===== src/rtl/qa_drv_hc_types.sv =====
// Shared types for the host-channel driver: CCI request/response formats, frame arbiter
// handshake, CSRs and the ring indices exchanged with the status manager.
package qa_drv_hc_types;

  localparam int CCI_CLDATA_WIDTH         = 512;
  localparam int CCI_CLADDR_WIDTH         = 42;
  localparam int CCI_MDATA_WIDTH          = 16;
  localparam int FIFO_FROM_HOST_IDX_WIDTH = 6;

  // Bits of mdata that carry the requesting block's tag; the ROB slot sits in the low bits.
  localparam int READER_TAG_MSB = 15;
  localparam int READER_TAG_LSB = 12;

  typedef logic [CCI_CLDATA_WIDTH-1:0] t_cci_cldata;
  typedef logic [CCI_CLADDR_WIDTH-1:0] t_cci_claddr;
  typedef logic [CCI_MDATA_WIDTH-1:0]  t_cci_mdata;
  typedef logic [1:0]                  t_cci_vc;
  typedef logic [1:0]                  t_cci_cllen;

  typedef enum logic [3:0] {
    eREQ_RDLINE_I = 4'h0,
    eREQ_RDLINE_S = 4'h1
  } t_cci_c0_req;

  typedef enum logic [3:0] {
    eRSP_RDLINE = 4'h0,
    eRSP_UMSG   = 4'h4
  } t_cci_c0_rsp;

  typedef struct packed {
    t_cci_vc     vc_sel;
    t_cci_cllen  cl_len;
    t_cci_c0_req req_type;
    t_cci_claddr address;
    t_cci_mdata  mdata;
  } t_cci_c0_ReqMemHdr;

  typedef struct packed {
    t_cci_vc    vc_sel;
    t_cci_cllen cl_len;
  } t_cci_ReqMemHdrParams;

  typedef struct packed {
    t_cci_c0_rsp resp_type;
    t_cci_mdata  mdata;
  } t_cci_c0_RspMemHdr;

  typedef struct packed {
    t_cci_c0_RspMemHdr hdr;
    t_cci_cldata       data;
    logic              rspValid;
  } t_if_cci_c0_Rx;

  typedef struct packed {
    logic        hc_en;
    t_cci_claddr hc_read_frame;
  } t_qa_drv_hc_csrs;

  typedef struct packed {
    logic              request;
    t_cci_c0_ReqMemHdr readHeader;
  } t_frame_arb_read;

  typedef struct packed {
    logic request;
  } t_frame_arb_write;

  typedef struct packed {
    t_frame_arb_read  read;
    t_frame_arb_write write;
  } t_frame_arb;

  typedef struct packed {
    logic readerGrant;
    logic writerGrant;
  } t_channel_grant_arb;

  typedef logic [FIFO_FROM_HOST_IDX_WIDTH-1:0] t_fifo_from_host_idx;

  typedef struct packed {
    t_fifo_from_host_idx newestReadIdx;
  } t_from_status_mgr_fifo_from_host;

  typedef struct packed {
    t_fifo_from_host_idx oldestReadIdx;
  } t_to_status_mgr_fifo_from_host;

  function automatic t_cci_c0_ReqMemHdr cci_genReqHdr(
    input t_cci_c0_req          req_type,
    input t_cci_claddr          address,
    input t_cci_mdata           mdata,
    input t_cci_ReqMemHdrParams params
  );
    t_cci_c0_ReqMemHdr h;
    h.vc_sel   = params.vc_sel;
    h.cl_len   = params.cl_len;
    h.req_type = req_type;
    h.address  = address;
    h.mdata    = mdata;
    return h;
  endfunction

  function automatic logic cci_c0Rx_isReadRsp(input t_if_cci_c0_Rx rx);
    return rx.rspValid && (rx.hdr.resp_type == eRSP_RDLINE);
  endfunction

endpackage


===== src/rtl/qa_drv_hc_read_rob.sv =====
// Reorder buffer for read responses: slots are allocated in request order, filled in any
// order, and drained strictly from the head.
module qa_drv_hc_read_rob #(
  parameter int N_ENTRIES   = 8,
  parameter int N_DATA_BITS = 512
) (
  input  logic                          clk,
  input  logic                          reset_n,
  input  logic                          alloc_en,
  output logic [$clog2(N_ENTRIES)-1:0]  alloc_slot,
  input  logic                          wr_en,
  input  logic [$clog2(N_ENTRIES)-1:0]  wr_slot,
  input  logic [N_DATA_BITS-1:0]        wr_data,
  output logic [N_ENTRIES-1:0]          pending,
  input  logic                          deq_en,
  output logic                          head_valid,
  output logic [N_DATA_BITS-1:0]        head_data,
  output logic                          not_full,
  output logic                          not_empty
);

  localparam int SLOT_W = $clog2(N_ENTRIES);

  // One extra pointer bit distinguishes full from empty.
  logic [SLOT_W:0]          alloc_ptr;
  logic [SLOT_W:0]          head_ptr;
  logic [SLOT_W:0]          count;
  logic [SLOT_W-1:0]        head_slot;
  logic [N_ENTRIES-1:0]     pending_q;
  logic [N_ENTRIES-1:0]     pending_next;
  logic [N_ENTRIES-1:0]     valid_q;
  logic [N_ENTRIES-1:0]     valid_next;
  logic [N_DATA_BITS-1:0]   data_q [N_ENTRIES];

  assign alloc_slot = alloc_ptr[SLOT_W-1:0];
  assign head_slot  = head_ptr[SLOT_W-1:0];
  assign count      = alloc_ptr - head_ptr;
  assign not_full   = (count != (SLOT_W+1)'(N_ENTRIES));
  assign not_empty  = (count != '0);
  assign pending    = pending_q;
  assign head_valid = valid_q[head_slot];
  assign head_data  = data_q[head_slot];

  // Allocate, fill and dequeue always touch different slots, so the per-bit updates compose.
  always_comb begin
    pending_next = pending_q;
    valid_next   = valid_q;
    if (deq_en) begin
      valid_next[head_slot] = 1'b0;
    end
    if (wr_en) begin
      pending_next[wr_slot] = 1'b0;
      valid_next[wr_slot]   = 1'b1;
    end
    if (alloc_en) begin
      pending_next[alloc_slot] = 1'b1;
    end
  end

  always_ff @(posedge clk) begin
    if (!reset_n) begin
      alloc_ptr <= '0;
      head_ptr  <= '0;
      pending_q <= '0;
      valid_q   <= '0;
    end else begin
      if (alloc_en) begin
        alloc_ptr <= alloc_ptr + 1'b1;
      end
      if (deq_en) begin
        head_ptr <= head_ptr + 1'b1;
      end
      pending_q <= pending_next;
      valid_q   <= valid_next;
    end
  end

  always_ff @(posedge clk) begin
    if (wr_en) begin
      data_q[wr_slot] <= wr_data;
    end
  end

endmodule


===== src/rtl/qa_drv_hc_fifo_from_host.sv =====
// Host->FPGA ring reader: requests new ring entries over CCI, reorders the responses and
// hands lines to LEAP in ring order while reporting the consumed index to the status manager.
module qa_drv_hc_fifo_from_host
  import qa_drv_hc_types::*;
#(
  parameter int         MEM_VIRTUAL_CHANNEL = 1,
  parameter int         N_ROB_ENTRIES       = 8,
  parameter logic [3:0] READER_TAG          = 4'h2
) (
  input  logic                            clk,
  input  logic                            reset_n,
  input  t_if_cci_c0_Rx                   rx0,
  input  t_qa_drv_hc_csrs                 csr,
  output t_frame_arb                      frame_reader,
  input  t_channel_grant_arb              read_grant,
  input  t_from_status_mgr_fifo_from_host status_to_fifo_from_host,
  output t_to_status_mgr_fifo_from_host   fifo_from_host_to_status,
  output t_cci_cldata                     rx_data,
  output logic                            rx_rdy,
  input  logic                            rx_enable
);

  localparam int ROB_SLOT_W = $clog2(N_ROB_ENTRIES);

  t_fifo_from_host_idx    req_idx;
  t_fifo_from_host_idx    oldest_idx;
  logic                   rd_request;
  logic                   grant_en;
  logic                   rsp_accept;
  logic                   deq_en;
  logic [ROB_SLOT_W-1:0]  alloc_slot;
  logic [ROB_SLOT_W-1:0]  rsp_slot;
  logic [N_ROB_ENTRIES-1:0] rob_pending;
  logic                   rob_head_valid;
  logic                   rob_not_full;
  logic                   rob_not_empty;
  t_cci_mdata             req_mdata;
  t_cci_ReqMemHdrParams   hdr_params;
  logic                   unused_inputs;

  assign rd_request = csr.hc_en
                   && (req_idx != status_to_fifo_from_host.newestReadIdx)
                   && rob_not_full;
  assign grant_en   = read_grant.readerGrant && rd_request;

  assign rsp_slot   = rx0.hdr.mdata[ROB_SLOT_W-1:0];
  assign rsp_accept = cci_c0Rx_isReadRsp(rx0)
                   && (rx0.hdr.mdata[READER_TAG_MSB:READER_TAG_LSB] == READER_TAG)
                   && rob_pending[rsp_slot];

  assign deq_en = rx_enable && rob_head_valid;
  assign rx_rdy = rob_head_valid;

  // Header depends only on registered pointers, so it holds steady until the grant.
  always_comb begin
    req_mdata = '0;
    req_mdata[READER_TAG_MSB:READER_TAG_LSB] = READER_TAG;
    req_mdata[ROB_SLOT_W-1:0] = alloc_slot;
    hdr_params.vc_sel = t_cci_vc'(MEM_VIRTUAL_CHANNEL);
    hdr_params.cl_len = '0;
    frame_reader = '0;
    frame_reader.read.request    = rd_request;
    frame_reader.read.readHeader = cci_genReqHdr(eREQ_RDLINE_S,
                                                 csr.hc_read_frame + t_cci_claddr'(req_idx),
                                                 req_mdata, hdr_params);
    frame_reader.write.request   = 1'b0;
  end

  always_ff @(posedge clk) begin
    if (!reset_n) begin
      req_idx    <= '0;
      oldest_idx <= '0;
    end else begin
      if (grant_en) begin
        req_idx <= req_idx + 1'b1;
      end
      if (deq_en) begin
        oldest_idx <= oldest_idx + 1'b1;
      end
    end
  end

  assign fifo_from_host_to_status.oldestReadIdx = oldest_idx;

  qa_drv_hc_read_rob #(
    .N_ENTRIES   (N_ROB_ENTRIES),
    .N_DATA_BITS (CCI_CLDATA_WIDTH)
  ) u_rob (
    .clk        (clk),
    .reset_n    (reset_n),
    .alloc_en   (grant_en),
    .alloc_slot (alloc_slot),
    .wr_en      (rsp_accept),
    .wr_slot    (rsp_slot),
    .wr_data    (rx0.data),
    .pending    (rob_pending),
    .deq_en     (deq_en),
    .head_valid (rob_head_valid),
    .head_data  (rx_data),
    .not_full   (rob_not_full),
    .not_empty  (rob_not_empty)
  );

  assign unused_inputs = ^{rx0.hdr.mdata[READER_TAG_LSB-1:ROB_SLOT_W], read_grant.writerGrant};

  a_rx_enable_legal: assert property (@(posedge clk) disable iff (!reset_n)
    rx_enable |-> rx_rdy);

  a_rdy_nonempty: assert property (@(posedge clk) disable iff (!reset_n)
    rx_rdy |-> rob_not_empty);

endmodule


===== config.mk =====
export PLATFORM = sky130hd
export DESIGN_NAME = qa_drv_hc_fifo_from_host
export DESIGN_NICKNAME = d
export VERILOG_FILES = /design/src/rtl/qa_drv_hc_types.sv /design/src/rtl/qa_drv_hc_read_rob.sv /design/src/rtl/qa_drv_hc_fifo_from_host.sv
export SDC_FILE = /design/constraint.sdc
export NUM_CORES = 2
export LEC_CHECK = 0
export CAP_MARGIN = 20
export CORE_UTILIZATION = 45
export CTS_BUF_LIST = sky130_fd_sc_hd__clkbuf_8
export DETAILED_ROUTE_END_ITERATION = 10
export PLACE_DENSITY = 0.76
export SYNTH_ARGS = -nofsm -noshare
export SYNTH_HDL_FRONTEND = slang
export SYNTH_SLANG_ARGS = --single-unit

===== constraint.sdc =====
create_clock -name clk -period 26.8 [get_ports clk]
set_input_delay 5.36 -clock clk [delete_from_list [all_inputs] [get_ports clk]]
set_output_delay 5.36 -clock clk [all_outputs]
set_load 0.005 [all_outputs]

[Word-level counts from Yosys, hierarchy flattened]
Memory sizes are Yosys's and may differ from the RTL's. A register that Yosys moved wholly into a read port is not among the register bits.
Index checks and enable logic that the tools add are counted.
Word-level totals
  register bits after elaboration: 36
  RAM bits: 4096
  input bits: 587
  output and inout port bits: 587
  word-level logic and storage cells: 57
  memories kept: 1
Cells by class
  add/sub/neg operators: 6
  $lt $le $gt $ge: 6
  equal/unequal tests: 3
  multiplexer cells: 18
  bitwise logic cells: 6
  reduce and logical (&&, ||, !) cells: 11
Memory list
  u_rob.data_q: words 8, width 512, read ports 1, clocked after Yosys merged registers in 1, wr ports 1, line qa_drv_hc_read_rob.sv:33  | logic [N_DATA_BITS-1:0] data_q [N_ENTRIES];
Operator list (number)
  adder 42 x 6 -> 42 bit: 1
  2-to-1 mux 8 bit: 4
  AND 8 bit: 2
  NOT 8 bit: 2
  bitwise OR 8 bit: 2
  adder 6 x 1 -> 6 bit, second input constant: 2
  < comparator 3 x 4 -> 1 bit, second input constant: 3
  logical AND 1 bit: 10
  demux 1 bit (select 3 bit): 3
  >= comparator 3 x 1 -> 1 bit, second input constant: 3
  adder 4 x 1 -> 4 bit, second input constant: 2
  2-to-1 mux 1 bit: 7
  binary-select mux 1 bit (select 3 bit): 2
  2-to-1 mux 3 bit: 2
  inequality test 6 bit: 1
  equality test 4 x 2 -> 1 bit, second input constant: 1
  logical NOT 4 bit: 1
  inequality test 4 bit, second input constant: 1
  subtractor 4 bit: 1

[Longest topological paths before layout]
  depth in word-level cells: 9
  mapped depth: 8
  mapped depth without buffers: 8

[Hierarchy]
From an unflattened synthesis, not the netlist that was laid out.
Unflattened totals
  cell total of the unflattened synthesis: 6291
  area, all modules: 156503.8 um2
Modules (own cells, without submodules)
  qa_drv_hc_read_rob: times used 1, cells each 6051, area an instance 154638.3 um2, seq. area each 123538.5 um2
  qa_drv_hc_fifo_from_host: times used 1, cells each 240, area an instance 1865.5 um2, seq. area each 240.2 um2

[Least setup slack after synthesis]
OpenSTA, ideal clock, no wires.
  kind: input to register
  from: input port rx0[525] in the netlist's numbering
  to: register u_rob.valid_q[7]
  setup time: 159 ps
  data arrival time: 28756 ps
  required time: 26641 ps
  setup slack: -2115 ps
  cell stages on the path: 4
  buffers on the path: 0
  cells stage by stage: nor4b_1 > nand4_1 > nor2_1 > o21a_1
On the way
  longest elaborated chain between the ends: 4
Ends and longest elaborated chain
  start, declared: line qa_drv_hc_fifo_from_host.sv:12  | input t_if_cci_c0_Rx rx0,
  equality test 4 x 2 -> 1 bit: line qa_drv_hc_fifo_from_host.sv:48  | && (rx0.hdr.mdata[READER_TAG_MSB:READER_TAG_LSB] == READER_TAG)
  logical AND 1 bit: line qa_drv_hc_fifo_from_host.sv:48
  logical AND 1 bit: line qa_drv_hc_fifo_from_host.sv:49  | && rob_pending[rsp_slot];
  2-to-1 mux 8 bit: line qa_drv_hc_read_rob.sv:51  | if (wr_en) begin
  end signal, assigned: line qa_drv_hc_read_rob.sv:74  | valid_q <= valid_next;
  end, declared: line qa_drv_hc_read_rob.sv:31  | logic [N_ENTRIES-1:0] valid_q;
No other way between the ends.
A chain may end at the register's enable or synchronous reset.

==> metrics.txt <==
placed instance count=11900; DR vias=around 73000; startpoint types=input pin; CTS H-tree depth=6; clock latency on the worst-skew pair=~1.2 ns; Main synth FF type=edfxtp_1; Core Box Area=346000 um^2; sequential area share after synthesis=0.792; Avg Cell Area, Syn=24.7 um^2; total wire length=352000 um; fillers=approximately 25000; first-pass GRT wire length=506000 um; Final TNS setup=0 ns; CP Data Arrival Time=8.42 ns; GRT overflow=0; Async S/R FF share, synth=0; #FFs+latches synth=4135; Cells after Synth=around 6300; Non-Filler Instances=13100; power density over cell area=65.2 nW/um^2; Lkg Pwr=56.6 nW; fin worst setup slack=13.02 ns; pre-CTS setup slack=13.05 ns; Post-synth EDFFs=a little over 4000; Rel. slew slack=0.213; largest net degree at the start of global routing=around 130; first drt pass iteration count=5; Starting DRT DRC Count=6365; post-DR vias/cell=5.58; vias in the first global route=75400; Final setup viols=0; Period minus WS final=13.78 ns; top cells by area, synth=edfxtp_1 79%, mux4_2 15%, mux2_2 3.7%; HP Class=reg2reg; CTS Buffer Depth=4; top-area cell type share of the netlist area=0.787; Post-DP HPWL=208000 um; Synth top cells by count=4096 x edfxtp_1, 1025 x mux4_2, 513 x mux2_2, 168 x clkbuf_1, 104 x buf_2; RSZ-0062 raised after global routing=false; Final Net Count=approximately 8500; Area Growth Syn to Fin=18.3%; most numerous cell in the Yosys netlist=edfxtp_1; Peak VDD IR=0.0000862 V; Worst Path Class, Setup=in2out; Initial Utilization=0.452; Synth warnings=0; mapped cell area=156000 um^2; unique cell type count in the Yosys netlist=63; Final Max Slew Viols=0; Final Skew=0.107 ns; Die X=a little under 600 um; initial antenna violation count=123; Slew @ Worst Pin=1.18 ns; outcome=finished, final reports clean; critical path required time=around 21 ns; Yosys top cell by area=edfxtp_1; drt drc=0; CP Capture Type=primary output; total CTS buffers=around 640; Fin Hold WS=around 0.48 ns; die area=350000 um^2; MaxCap Viol Count=0; cts hold-fix bufs=0; CTS tree=built; root buffer cell=clkbuf_8; period utilisation layout=0.514; WL per Instance=approximately 27 um; Resized Gates After CTS=0; CTS Sinks=between 4000 and 5000; ANT nets after route=0; Boundary Pins=1174; Placement Rows=216; crit-path max FO=11; final hold vios=0; Post-CTS Setup Repair Bufs=0; RePlAce Congestion=0.794; gr usage total=0.195; Clk pin slew, worst setup/hold paths=0.05 ns; Max Fclk=72.6 MHz; Port Buffers=1141; Die Height=around 590 um; share of layout cells above drive strength 1=0.291
[where the power goes]
group / total [W] / internal (W) / switching, W
Sequential: 0.00711 / 0.00711 / 0.00000115
Clock: 0.00477 / 0.00236 / 0.00241
Combinational: 0.000180 / 0.0000865 / 0.0000934
Total: 0.0121 / 0.00955 / 0.00250
[critical path, cell delays in order]
cell and delay (ns):
clkdlybuf4s50_1 0.50, ha_1 0.40, nand3_1 0.11, o221ai_1 0.45
and3_1 0.53, and3_1 0.23, xor2_1 0.27, clkdlybuf4s50_1 0.56
[metal layers]
| layer | track usage | share of wire |
|---|---|---|
| met5 | 0 | 0.0022 |
| met4 | 0.0679 | 0.030 |
| met2 | 0.311 | 0.48 |
| met1 | 0.242 | 0.38 |
| met3 | 0.0793 | 0.11 |
[flip-flops by register name (all words and copies together) (netlist names), named ones only]
register,count
fifo_from_host_to_status,6
req_idx,6
u_rob.alloc_ptr,4
u_rob.data_q,4096
u_rob.head_ptr,4
u_rob.pending,8
u_rob.valid_q,8
[cells by family after synthesis]
logic type / count (synthesis) / share of synthesized area
xor gates and xnor gates: 53 / 0.00302
and+or+nand+nor: 171 / 0.00574
buffers and inverters: 339 / 0.00989
AOI/OAI and AO/OA: 50 / 0.00215
other: 2 / 0.0000481
muxes: 1554 / 0.186
adders and majority gates: 14 / 0.00117
DFF: 4135 / 0.792
[cells in the final DEF, fill, tap and decap left out, types with 14 or more instances in the layout]
cell	instances
edfxtp_1	4096
clkdlybuf4s50_1	1141
mux4_2	1025
clkbuf_8	652
mux2_2	513
inv_1	225
clkinv_1	165
buf_4	104
diode_2	61
clkinv_2	51
xnor2_1	40
dfxtp_1	36
nand2_1	35
nand3_1	32
nor2_1	27
conb_1	22
buf_12	18
nor3_1	14
inv_8	14
[final timing paths]
check,startpoint,endpoint,slack [ns],depth (start not counted)
worst min-delay path,u_rob.pending[4]$_SDFF_PN0_,u_rob.pending[4]$_SDFF_PN0_,0.48,2
worst max-delay path,csr[2],frame_reader[48],13.02,8
worst max register to register,u_rob.pending[6]$_SDFF_PN0_,u_rob.data_q[6][170]$_DFFE_PP_,21.72,8
worst min register to register,u_rob.pending[4]$_SDFF_PN0_,u_rob.pending[4]$_SDFF_PN0_,0.48,2
[per-stage QoR]
stage,cell area (um^2),utilization,power (W)
2_1_floorplan,156000,-,0.00726
3_3_place_gp,173000,0.501,0.00740
3_5_place_dp,173000,0.501,0.00742
4_1_cts,185000,0.534,0.0122
5_1_grt,185000,0.534,0.0124
6_report,185000,0.534,0.0121
[area by class of cell]
cell class              count  area (um^2)  share of cell area
diodes                     61          153            0.000826
clock buffers             652         8970              0.0485
clock inverters           488         2540              0.0138
inverters                  19         93.8            0.000508
multi-input cells        1864        31000               0.168
flip-flops and latches   4135       124000               0.670
well taps                4578         5730              0.0310
repair buffers           1263        12600              0.0679
No activity file was read; power rests on OpenSTA's default activity.
